===== src/rtl/led_cmd_arbiter_pkg.sv =====
// Shared types and helpers for the LED command arbiter: command/state encodings,
// the fixed requester-to-command mapping and the drop-counter ceiling.
package led_arb_pkg;

  typedef enum logic [1:0] {INC, DEC, CLR, INV} op_e;

  typedef enum logic [1:0] {IDLE, APPLY, HOLD} state_e;

  localparam logic [7:0] DROP_MAX = 8'd255;

  // Requester i always issues command i mod 4.
  function automatic op_e op_of(input logic [2:0] idx);
    logic [2:0] m;
    m = idx & 3'd3;
    return op_e'(m[1:0]);
  endfunction

endpackage


===== src/rtl/led_cmd_arbiter_if.sv =====
// Bundle between the debounced button stages (master) and the LED arbiter (slave).
interface led_cmd_arbiter_if #(
  parameter int N_REQ = 4,
  parameter int WIDTH = 8
);
  import led_arb_pkg::*;

  // req_pulse is a one-cycle strobe with no ready: a press arriving while that
  // requester is already pending is lost (and counted as a drop when enabled).
  logic [N_REQ-1:0] req_pulse;
  logic [WIDTH-1:0] leds;
  logic [2:0]       grant_id;
  logic             busy;
  logic             wrap;
  logic [7:0]       drop_cnt;
  state_e           state;

  modport master (output req_pulse, input leds, grant_id, busy, wrap, drop_cnt, state);
  modport slave  (input req_pulse, output leds, grant_id, busy, wrap, drop_cnt, state);

endinterface


===== src/rtl/led_cmd_arbiter_rr_picker.sv =====
// Combinational round-robin picker: lowest pending index at or after ptr, wrapping.
module rr_picker #(
  parameter int N_REQ = 4
) (
  input  logic [N_REQ-1:0] pend,
  input  logic [2:0]       ptr,
  output logic             valid,
  output logic [2:0]       win
);

  int c;

  // Walk the search order backwards so the earliest hit is written last.
  always_comb begin
    valid = 1'b0;
    win   = 3'd0;
    c     = 0;
    for (int k = N_REQ - 1; k >= 0; k--) begin
      c = int'(ptr) + k;
      if (c >= N_REQ) c = c - N_REQ;
      if (pend[c]) begin
        valid = 1'b1;
        win   = 3'(c);
      end
    end
  end

endmodule


===== src/rtl/led_cmd_arbiter.sv =====
// Round-robin arbiter applying button commands to a shared LED register with hold-off.
// Optional dropped-press counter compiled in with LED_ARB_DROP_CNT_EN.
module led_cmd_arbiter
  import led_arb_pkg::*;
#(
  parameter int N_REQ    = 4,
  parameter int WIDTH    = 8,
  parameter int COOLDOWN = 27000
) (
  input  logic              clk,
  input  logic              rst,
  led_cmd_arbiter_if.slave  bus
);

  localparam int CW = (COOLDOWN > 1) ? $clog2(COOLDOWN) : 1;

  state_e           state, state_n;
  logic [CW-1:0]    cnt_q, cnt_n;
  logic [N_REQ-1:0] pending_q, pending_n, clear_vec;
  logic [2:0]       ptr_q, ptr_n, grant_q, grant_n;
  logic [WIDTH-1:0] leds_q, leds_n;
  logic             wrap_q, wrap_n, busy_q;
  logic             pick_valid;
  logic [2:0]       pick_idx;

  rr_picker #(.N_REQ(N_REQ)) u_picker (
    .pend  (pending_q),
    .ptr   (ptr_q),
    .valid (pick_valid),
    .win   (pick_idx)
  );

  // A press landing on the clearing edge re-arms the bit instead of being lost.
  always_comb begin
    for (int i = 0; i < N_REQ; i++)
      clear_vec[i] = (state == APPLY) && (grant_q == 3'(i));
    pending_n = (pending_q & ~clear_vec) | bus.req_pulse;
  end

  always_comb begin
    state_n = state;
    cnt_n   = cnt_q;
    grant_n = grant_q;
    ptr_n   = ptr_q;
    leds_n  = leds_q;
    wrap_n  = wrap_q;
    case (state)
      IDLE: begin
        if (pick_valid) begin
          grant_n = pick_idx;
          state_n = APPLY;
        end
      end
      APPLY: begin
        case (op_of(grant_q))
          INC: begin
            leds_n = leds_q + WIDTH'(1);
            if (&leds_q) wrap_n = 1'b1;
          end
          DEC: begin
            leds_n = leds_q - WIDTH'(1);
            if (leds_q == '0) wrap_n = 1'b1;
          end
          CLR:     leds_n = '0;
          default: leds_n = ~leds_q;
        endcase
        ptr_n = (grant_q == 3'(N_REQ - 1)) ? 3'd0 : grant_q + 3'd1;
        if (COOLDOWN == 0) begin
          state_n = IDLE;
        end else begin
          state_n = HOLD;
          cnt_n   = CW'(COOLDOWN - 1);
        end
      end
      HOLD: begin
        if (cnt_q == '0) state_n = IDLE;
        else             cnt_n   = cnt_q - CW'(1);
      end
      default: state_n = IDLE;
    endcase
  end

  always_ff @(posedge clk or posedge rst) begin
    if (rst) begin
      state     <= IDLE;
      cnt_q     <= '0;
      pending_q <= '0;
      ptr_q     <= 3'd0;
      grant_q   <= 3'd0;
      leds_q    <= '0;
      wrap_q    <= 1'b0;
      busy_q    <= 1'b0;
    end else begin
      state     <= state_n;
      cnt_q     <= cnt_n;
      pending_q <= pending_n;
      ptr_q     <= ptr_n;
      grant_q   <= grant_n;
      leds_q    <= leds_n;
      wrap_q    <= wrap_n;
      busy_q    <= (state_n != IDLE);
    end
  end

`ifdef LED_ARB_DROP_CNT_EN
  logic [N_REQ-1:0] drop_vec;
  logic [3:0]       drop_k;
  logic [8:0]       drop_sum;
  logic [7:0]       drop_q, drop_n;

  // Several requesters can drop in the same cycle; add them all, then saturate.
  always_comb begin
    drop_vec = bus.req_pulse & pending_q & ~clear_vec;
    drop_k   = 4'd0;
    for (int i = 0; i < N_REQ; i++)
      drop_k = drop_k + 4'(drop_vec[i]);
    drop_sum = {1'b0, drop_q} + {5'd0, drop_k};
    drop_n   = (drop_sum > {1'b0, DROP_MAX}) ? DROP_MAX : drop_sum[7:0];
  end

  always_ff @(posedge clk or posedge rst) begin
    if (rst) drop_q <= 8'd0;
    else     drop_q <= drop_n;
  end

  assign bus.drop_cnt = drop_q;
`else
  assign bus.drop_cnt = 8'd0;
`endif

  assign bus.leds     = leds_q;
  assign bus.grant_id = grant_q;
  assign bus.busy     = busy_q;
  assign bus.wrap     = wrap_q;
  assign bus.state    = state;

endmodule

===== src/flat_wrapper.sv =====
// flat-port wrapper written by rule: the top's interface ports become plain ports
module led_cmd_arbiter_flat import led_arb_pkg::*;
#(
  parameter int N_REQ    = 4,
  parameter int WIDTH    = 8,
  parameter int COOLDOWN = 27000
)
  (clk, rst, bus_req_pulse, bus_leds, bus_grant_id, bus_busy, bus_wrap, bus_drop_cnt, bus_state);
  led_cmd_arbiter_if #(.N_REQ(N_REQ), .WIDTH(WIDTH)) bus_i ();
  input  logic clk;
  input  logic rst;
  input wire logic [$bits(bus_i.req_pulse)-1:0] bus_req_pulse;
  output wire logic [$bits(bus_i.leds)-1:0] bus_leds;
  output wire logic [$bits(bus_i.grant_id)-1:0] bus_grant_id;
  output wire logic [$bits(bus_i.busy)-1:0] bus_busy;
  output wire logic [$bits(bus_i.wrap)-1:0] bus_wrap;
  output wire logic [$bits(bus_i.drop_cnt)-1:0] bus_drop_cnt;
  output wire logic [$bits(bus_i.state)-1:0] bus_state;
  assign bus_i.req_pulse = bus_req_pulse;
  assign bus_leds = bus_i.leds;
  assign bus_grant_id = bus_i.grant_id;
  assign bus_busy = bus_i.busy;
  assign bus_wrap = bus_i.wrap;
  assign bus_drop_cnt = bus_i.drop_cnt;
  assign bus_state = bus_i.state;
  led_cmd_arbiter #(.N_REQ(N_REQ), .WIDTH(WIDTH), .COOLDOWN(COOLDOWN)) u_core (.clk(clk), .rst(rst), .bus(bus_i));
endmodule

===== config.mk =====
export PLATFORM = sky130hd
export DESIGN_NAME = led_cmd_arbiter_flat
export DESIGN_NICKNAME = d
export VERILOG_FILES = /design/src/rtl/led_cmd_arbiter_pkg.sv /design/src/rtl/led_cmd_arbiter_if.sv /design/src/rtl/led_cmd_arbiter_rr_picker.sv /design/src/rtl/led_cmd_arbiter.sv /design/src/flat_wrapper.sv
export SDC_FILE = /design/constraint.sdc
export NUM_CORES = 1
export LEC_CHECK = 0
export ABC_AREA = 1
export CORE_ASPECT_RATIO = 1.1
export CORE_MARGIN = 4
export CORE_UTILIZATION = 40
export CTS_CLUSTER_DIAMETER = 200
export DETAILED_ROUTE_END_ITERATION = 7
export GPL_ROUTABILITY_DRIVEN = 0
export SLEW_MARGIN = 20
export SYNTH_ARGS = -nofsm -noshare
export SYNTH_HDL_FRONTEND = slang
export SYNTH_SLANG_ARGS = --single-unit

===== constraint.sdc =====
create_clock -name clk -period 2.7 [get_ports clk]
set_input_delay 0.54 -clock clk [delete_from_list [all_inputs] [get_ports clk]]
set_output_delay 0.54 -clock clk [all_outputs]
set_load 0.01 [all_outputs]

# --- After elaboration in Yosys (flattened, before gate mapping) ---
# Index checks and enable logic that the tools add are counted.
word_totals:
  regBits: 37
  ram_bits: 0
  wordCells: 91
  latchBits: 0
  memories: 0
  romBits: 0
classes:
  n_reduce_logical: 16
  n_shift: 0
  muxes: 34
  eq_ne: 10
  n_lt_le_gt_ge: 8
  n_mul: 0
  n_addsub: 11
  n_bitwise: 4
  div_mod_pow: 0
ops:
  columns: ["op", "n"]
  rows:
  - ["$lt 32x4->1 const B", 4]
  - ["$mux 32", 4]
  - ["$ge 32x4->1 const B", 1]
  - ["$sub 32x4->32 const B", 1]
  - ["$pmux 15 s2", 1]
  - ["$pmux 8 s3", 1]
  - ["$logic_not 15->1", 1]
  - ["$mux 15", 1]
  - ["$mux 3", 5]
  - ["$sub 15x1->15 const B", 1]
  - ["$mux 1", 14]
  - ["$sub 4x3->5 const B", 2]
  - ["$add 3x2->4 const B", 2]
  - ["$add 8x1->8 const B", 1]
  - ["$bmux 1 s2", 4]
  - ["$ge 4x3->1 const B", 2]
  - ["$logic_not 8->1", 1]
  - ["$not 8->8", 1]
  - ["$reduce_and 8->1", 1]
  - ["$sub 8x1->8 const B", 1]
  - ["$eq 3x2->1 const B", 2]
  - ["$pmux 2 s3", 1]
  - ["$reduce_bool 2->1", 3]
  - ["$add 3x1->4 const B", 1]
  - ["18 further kinds", 27]

# --- Longest topological paths before layout ---
logic_depth:
  ltp_word: 13
  ltp_mapped: 13
  depth_no_buf: 13

# --- Modules after synthesis ---
# A second synthesis with hierarchy kept.
hier_totals:
  cells_unflattened: 387
  area_unflattened_um2: 2777.7
modules_own_cells:
  columns: ["mod", "seq_area_each_um2", "area_per_inst_um2", "cells_each", "instances"]
  rows:
  - ["led_cmd_arbiter", 925.9, 2354.8, 316, 1]
  - ["rr_picker", 0.0, 422.9, 71, 1]

# --- Worst setup path after synthesis ---
# Ideal clock, no wire load.
synth_timing:
  kind: "register to register"
  startpoint: "register u_core.grant_q[1], in the netlist u_core.bus.grant_id[1]"
  endpoint: "register u_core.leds_q[6], in the netlist u_core.bus.leds[6]"
  t_arrival_ns: 1.717
  period_less_slack_ns: 1.790
  stages_incl_launch_ff: 14
  setup_time_ns: 0.073
  setup_slack_ns: 0.910
  path_cell_list: "dfrtp_1 inv_1 ha_1 nand2_1 inv_1 nor2_1 ha_1 a21oi_1 inv_1 nand3_1 nand2_1 nand2_1 nand3_1 a21oi_2"
synth_between:
  elab_chain_cells: 2
  word_cells_on_any_way: 4
  classes_between: "eq/ne: 2; mux: 1; reduce/logical: 1"
synth_rtl:
  columns: ["item", "line_no", "text"]
  rows:
  - ["start: declaration", "led_cmd_arbiter.sv:20", "logic [2:0] ptr_q, ptr_n, grant_q, grant_n;"]
  - ["start signal: assignment", "led_cmd_arbiter.sv:98", "grant_q <= grant_n;"]
  - ["$eq 2x2->1 (tied with other cells)", "led_cmd_arbiter.sv:55", "case (op_of(grant_q))"]
  - ["$pmux 8 s3 *", "led_cmd_arbiter.sv:55", null]
  - ["end signal: assignment", "led_cmd_arbiter.sv:99", "leds_q <= leds_n;"]
  - ["end: declaration", "led_cmd_arbiter.sv:21", "logic [WIDTH-1:0] leds_q, leds_n;"]
# Every way passes the cells marked *; elsewhere a longest branch is shown, timed or not.
# A chain may end at the register's enable or synchronous reset.

# --- Worst setup path in the final report ---
# Ends and elaborated chain as after synthesis.

==> results.cfg <==
[outcome]
status = complete, no violations

[clocking]
htree_levels = 2
cts_setup_buffers = 0
root_buffer = clkbuf_8
path_clk_slew_ns = 0.07
clk_path_buf_depth = 2
postCtsHoldBufs = 0
clock_latency_ns = 0.29
cts.repair.resized = 0
cts-buffers-inserted = 5
cts_tree = built
clock-sinks = 37

[grt]
antenna_found_initial = 0
grt_pass1_wl_mm = 10.5
grt_pass1_vias = 2246
grt_usage_pct = 16.0
grt_start_max_net_pins = 38
grt-ovfl-total = 0

[detailed_routing]
first_pass_iters = 4
dr.first_iter.drc_count = 144
viasPerCell = 4.96
postRouteAntennaNets = 0
wirelength_mm = 6.03
post-route-drc-count = 0
wl_per_cell_um = 12.6
vias = 2377

[setup_path]
slowest_delay_ns = 0.42
endpoint_kind = register
path_delay_family = adder cells
cp_slowest_cell = dfrtp_1
path_buf_inv = 3
start_kind = register
critPathKind = register to register
critPathArrivalTime_ns = 2.32
worstPathRequired_ns = 2.91
cp_cell_sequence = inv_1, ha_1, nand2_1, inv_1, nor2_1, ha_1, a21oi_1, inv_1, nand3_1, nand2_1, nand2_1, nand3_1, a21oi_2
path_max_fanout = 9

[floorplan]
ioPinCount = 29
dieHeight_um = 94.3
die_w_um = 86.4
initial_utilization_pct = 41.0
core-area_um2 = 6590
die-area_um2 = 8150
rows = 31

[yosys]
yosysTopAreaCellShare_pct = 34.2
synthArstFlopShare_pct = 100
ys_seq_elements = 37
synth_ff_type = dfrtp_1
synth-seq-area-share_pct = 34.2
yosys-top-cells-count = 94 x nand2_1, 51 x inv_1, 37 x dfrtp_1, 31 x nor2_1, 28 x nand3_1
yosysWarningCount = 0
avgSynthCellArea_um2 = 7.24
synth_top_area_cell = dfrtp_1
synth-edff-count = 0
yosysMostFrequentCell = nand2_1
synth_area_leaders = dfrtp_1 34%, nand2_1 13%, inv_1 7.1%
netlist_area_um2 = 2710
syn_inst = 374
synth.distinct_cells = 34

[placement]
portBuffers = 20
dp_hpwl_mm = 4.49
dp.cells = 472

[sta]
clock_skew_ns = 0.00967
rsz0062_at_grt = no
finalSetupViolCount = 0
setup_tns_ns = 0
finalCritPeriodShare_pct = 78.0
tightest_slew_ns = 0.607
min_period_ns = 2.11
maxSlewViolCount = 0
hold_violations = 0
max_slew_margin_pct = 59.4
clock.fmax_ghz = 0.475

[layout]
fin_cells = 479
syn_to_final_growth_pct = 12.3
nets = 417
diodes = 0
n_fill_cell = 688
final_layout_size_suffix_gt1_share_pct = 11.6

[hold_path]
hold_path_class = register to register

[power_and_ir_drop]
power.density_nw_per_um2 = 382
power_leakage_nw = 1.58
peakVddDrop_uv = 145

[flow_run]
maxCapViolCount = 0
==> per-stage QoR <==
step / setup slack [ns] / hold WS, ns / area (um^2) / power, W / util (%)
6_report: 0.595 / 0.487 / 3040 / 0.00116 / 46.1
5_1_grt: 0.404 / 0.510 / 3040 / 0.00124 / 46.1
4_1_cts: 0.601 / 0.490 / 3040 / 0.00118 / 46.1
3_5_place_dp: 0.659 / 0.468 / 2950 / 0.000785 / 44.8
3_3_place_gp: 0.753 / 0.482 / 2950 / 0.000785 / 44.8
2_1_floorplan: 0.910 / 0.467 / 2730 / 0.000735 / -
==> cell usage in the layout, fill, tap and decap left out, types with 2 or more instances in the layout <==
| cell type | instances |
|---|---|
| nand2_1 | 94 |
| inv_1 | 51 |
| dfrtp_1 | 37 |
| nor2_1 | 31 |
| nand3_1 | 28 |
| o21ai_0 | 20 |
| clkdlybuf4s50_1 | 20 |
| a21oi_1 | 15 |
| ha_1 | 14 |
| nor2_2 | 8 |
| conb_1 | 8 |
| nand2_2 | 6 |
| xor2_1 | 6 |
| nand4_1 | 6 |
| clkbuf_8 | 6 |
| inv_2 | 5 |
| nand3_2 | 5 |
| o21ai_1 | 4 |
| o21ai_2 | 3 |
| o22ai_2 | 3 |
| xnor2_1 | 3 |
| a22oi_1 | 3 |
| buf_4 | 3 |
| nand2_4 | 2 |
| o211ai_1 | 2 |
| a21oi_2 | 2 |
| a21o_1 | 2 |
| o21bai_1 | 2 |
| nand3b_1 | 2 |
==> registers in the layout, indices dropped and copies added (netlist names) <==
| register | flops |
|---|---|
| u_core.cnt_q | 15 |
| u_core.bus.busy | 1 |
| u_core.pending_q | 4 |
| u_core.bus.leds | 8 |
| u_core.bus.grant_id | 3 |
| u_core.bus.wrap | 1 |
| u_core.bus.state | 2 |
| u_core.ptr_q | 3 |
==> power by group <==
group	total [W]	internal [W]	switching (W)	leakage (nW)
Combinational	0.000190	0.0000741	0.000116	1.10
Sequential	0.000585	0.000565	0.0000199	0.433
Clock	0.000388	0.000203	0.000185	0.0443
Total	0.00116	0.000841	0.000321	1.58
==> kinds of logic after synthesis <==
| group | synth area share (%) |
|---|---|
| simple gates | 31.2 |
| buf+inv | 11.7 |
| compound gates | 13.4 |
| flops | 34.2 |
| fa+ha+maj | 6.47 |
| xor+xnor | 2.91 |
| other cells | 0.139 |
==> worst register-to-register path, delay by kind of cell, from the launching register on <==
kind | cells | cell delay, ns
compound gates | 2 | 0.28
fa+ha+maj | 2 | 0.57
flops | 1 | 0.42
simple gates | 6 | 0.45
buf+inv | 3 | 0.31
==> routing by layer <==
metal / GRT usage, % / routed length [um] / part of all wire [%]
met1: 20.5 / 2790 / 46
met2: 27.2 / 2920 / 48
met3: 2.89 / 237 / 3.9
met4: 4.94 / 87 / 1.4
met5: 0 / 0 / 0
==> worst paths after layout <==
kind | start | endpoint | slack, ns | depth (start not counted)
hold reg to reg | u_core.bus.wrap | u_core.bus.wrap | 0.49 | 1
max in group asynchronous | rst | u_core.bus.state[1] | 1.69 | 3
min in group asynchronous | rst | u_core.cnt_q[6] | 0.67 | 3
setup / recovery | u_core.bus.grant_id[1] | u_core.bus.leds[6] | 0.59 | 13
setup reg to reg | u_core.bus.grant_id[1] | u_core.bus.leds[6] | 0.59 | 13
hold / removal | u_core.bus.wrap | u_core.bus.wrap | 0.49 | 1
==> final cells by class <==
cell class                      count  area, um^2  share of cell area (%)
Sequential cell                    37         926                    30.5
Inverter                           56         210                    6.92
Tap cell                           82         103                    3.38
Timing Repair Buffer               23         223                    7.33
Multi-Input combinational cell    274        1490                    49.1
Clock buffer                        7        86.3                    2.84
Note: power is estimated with default switching activity, not from simulation.
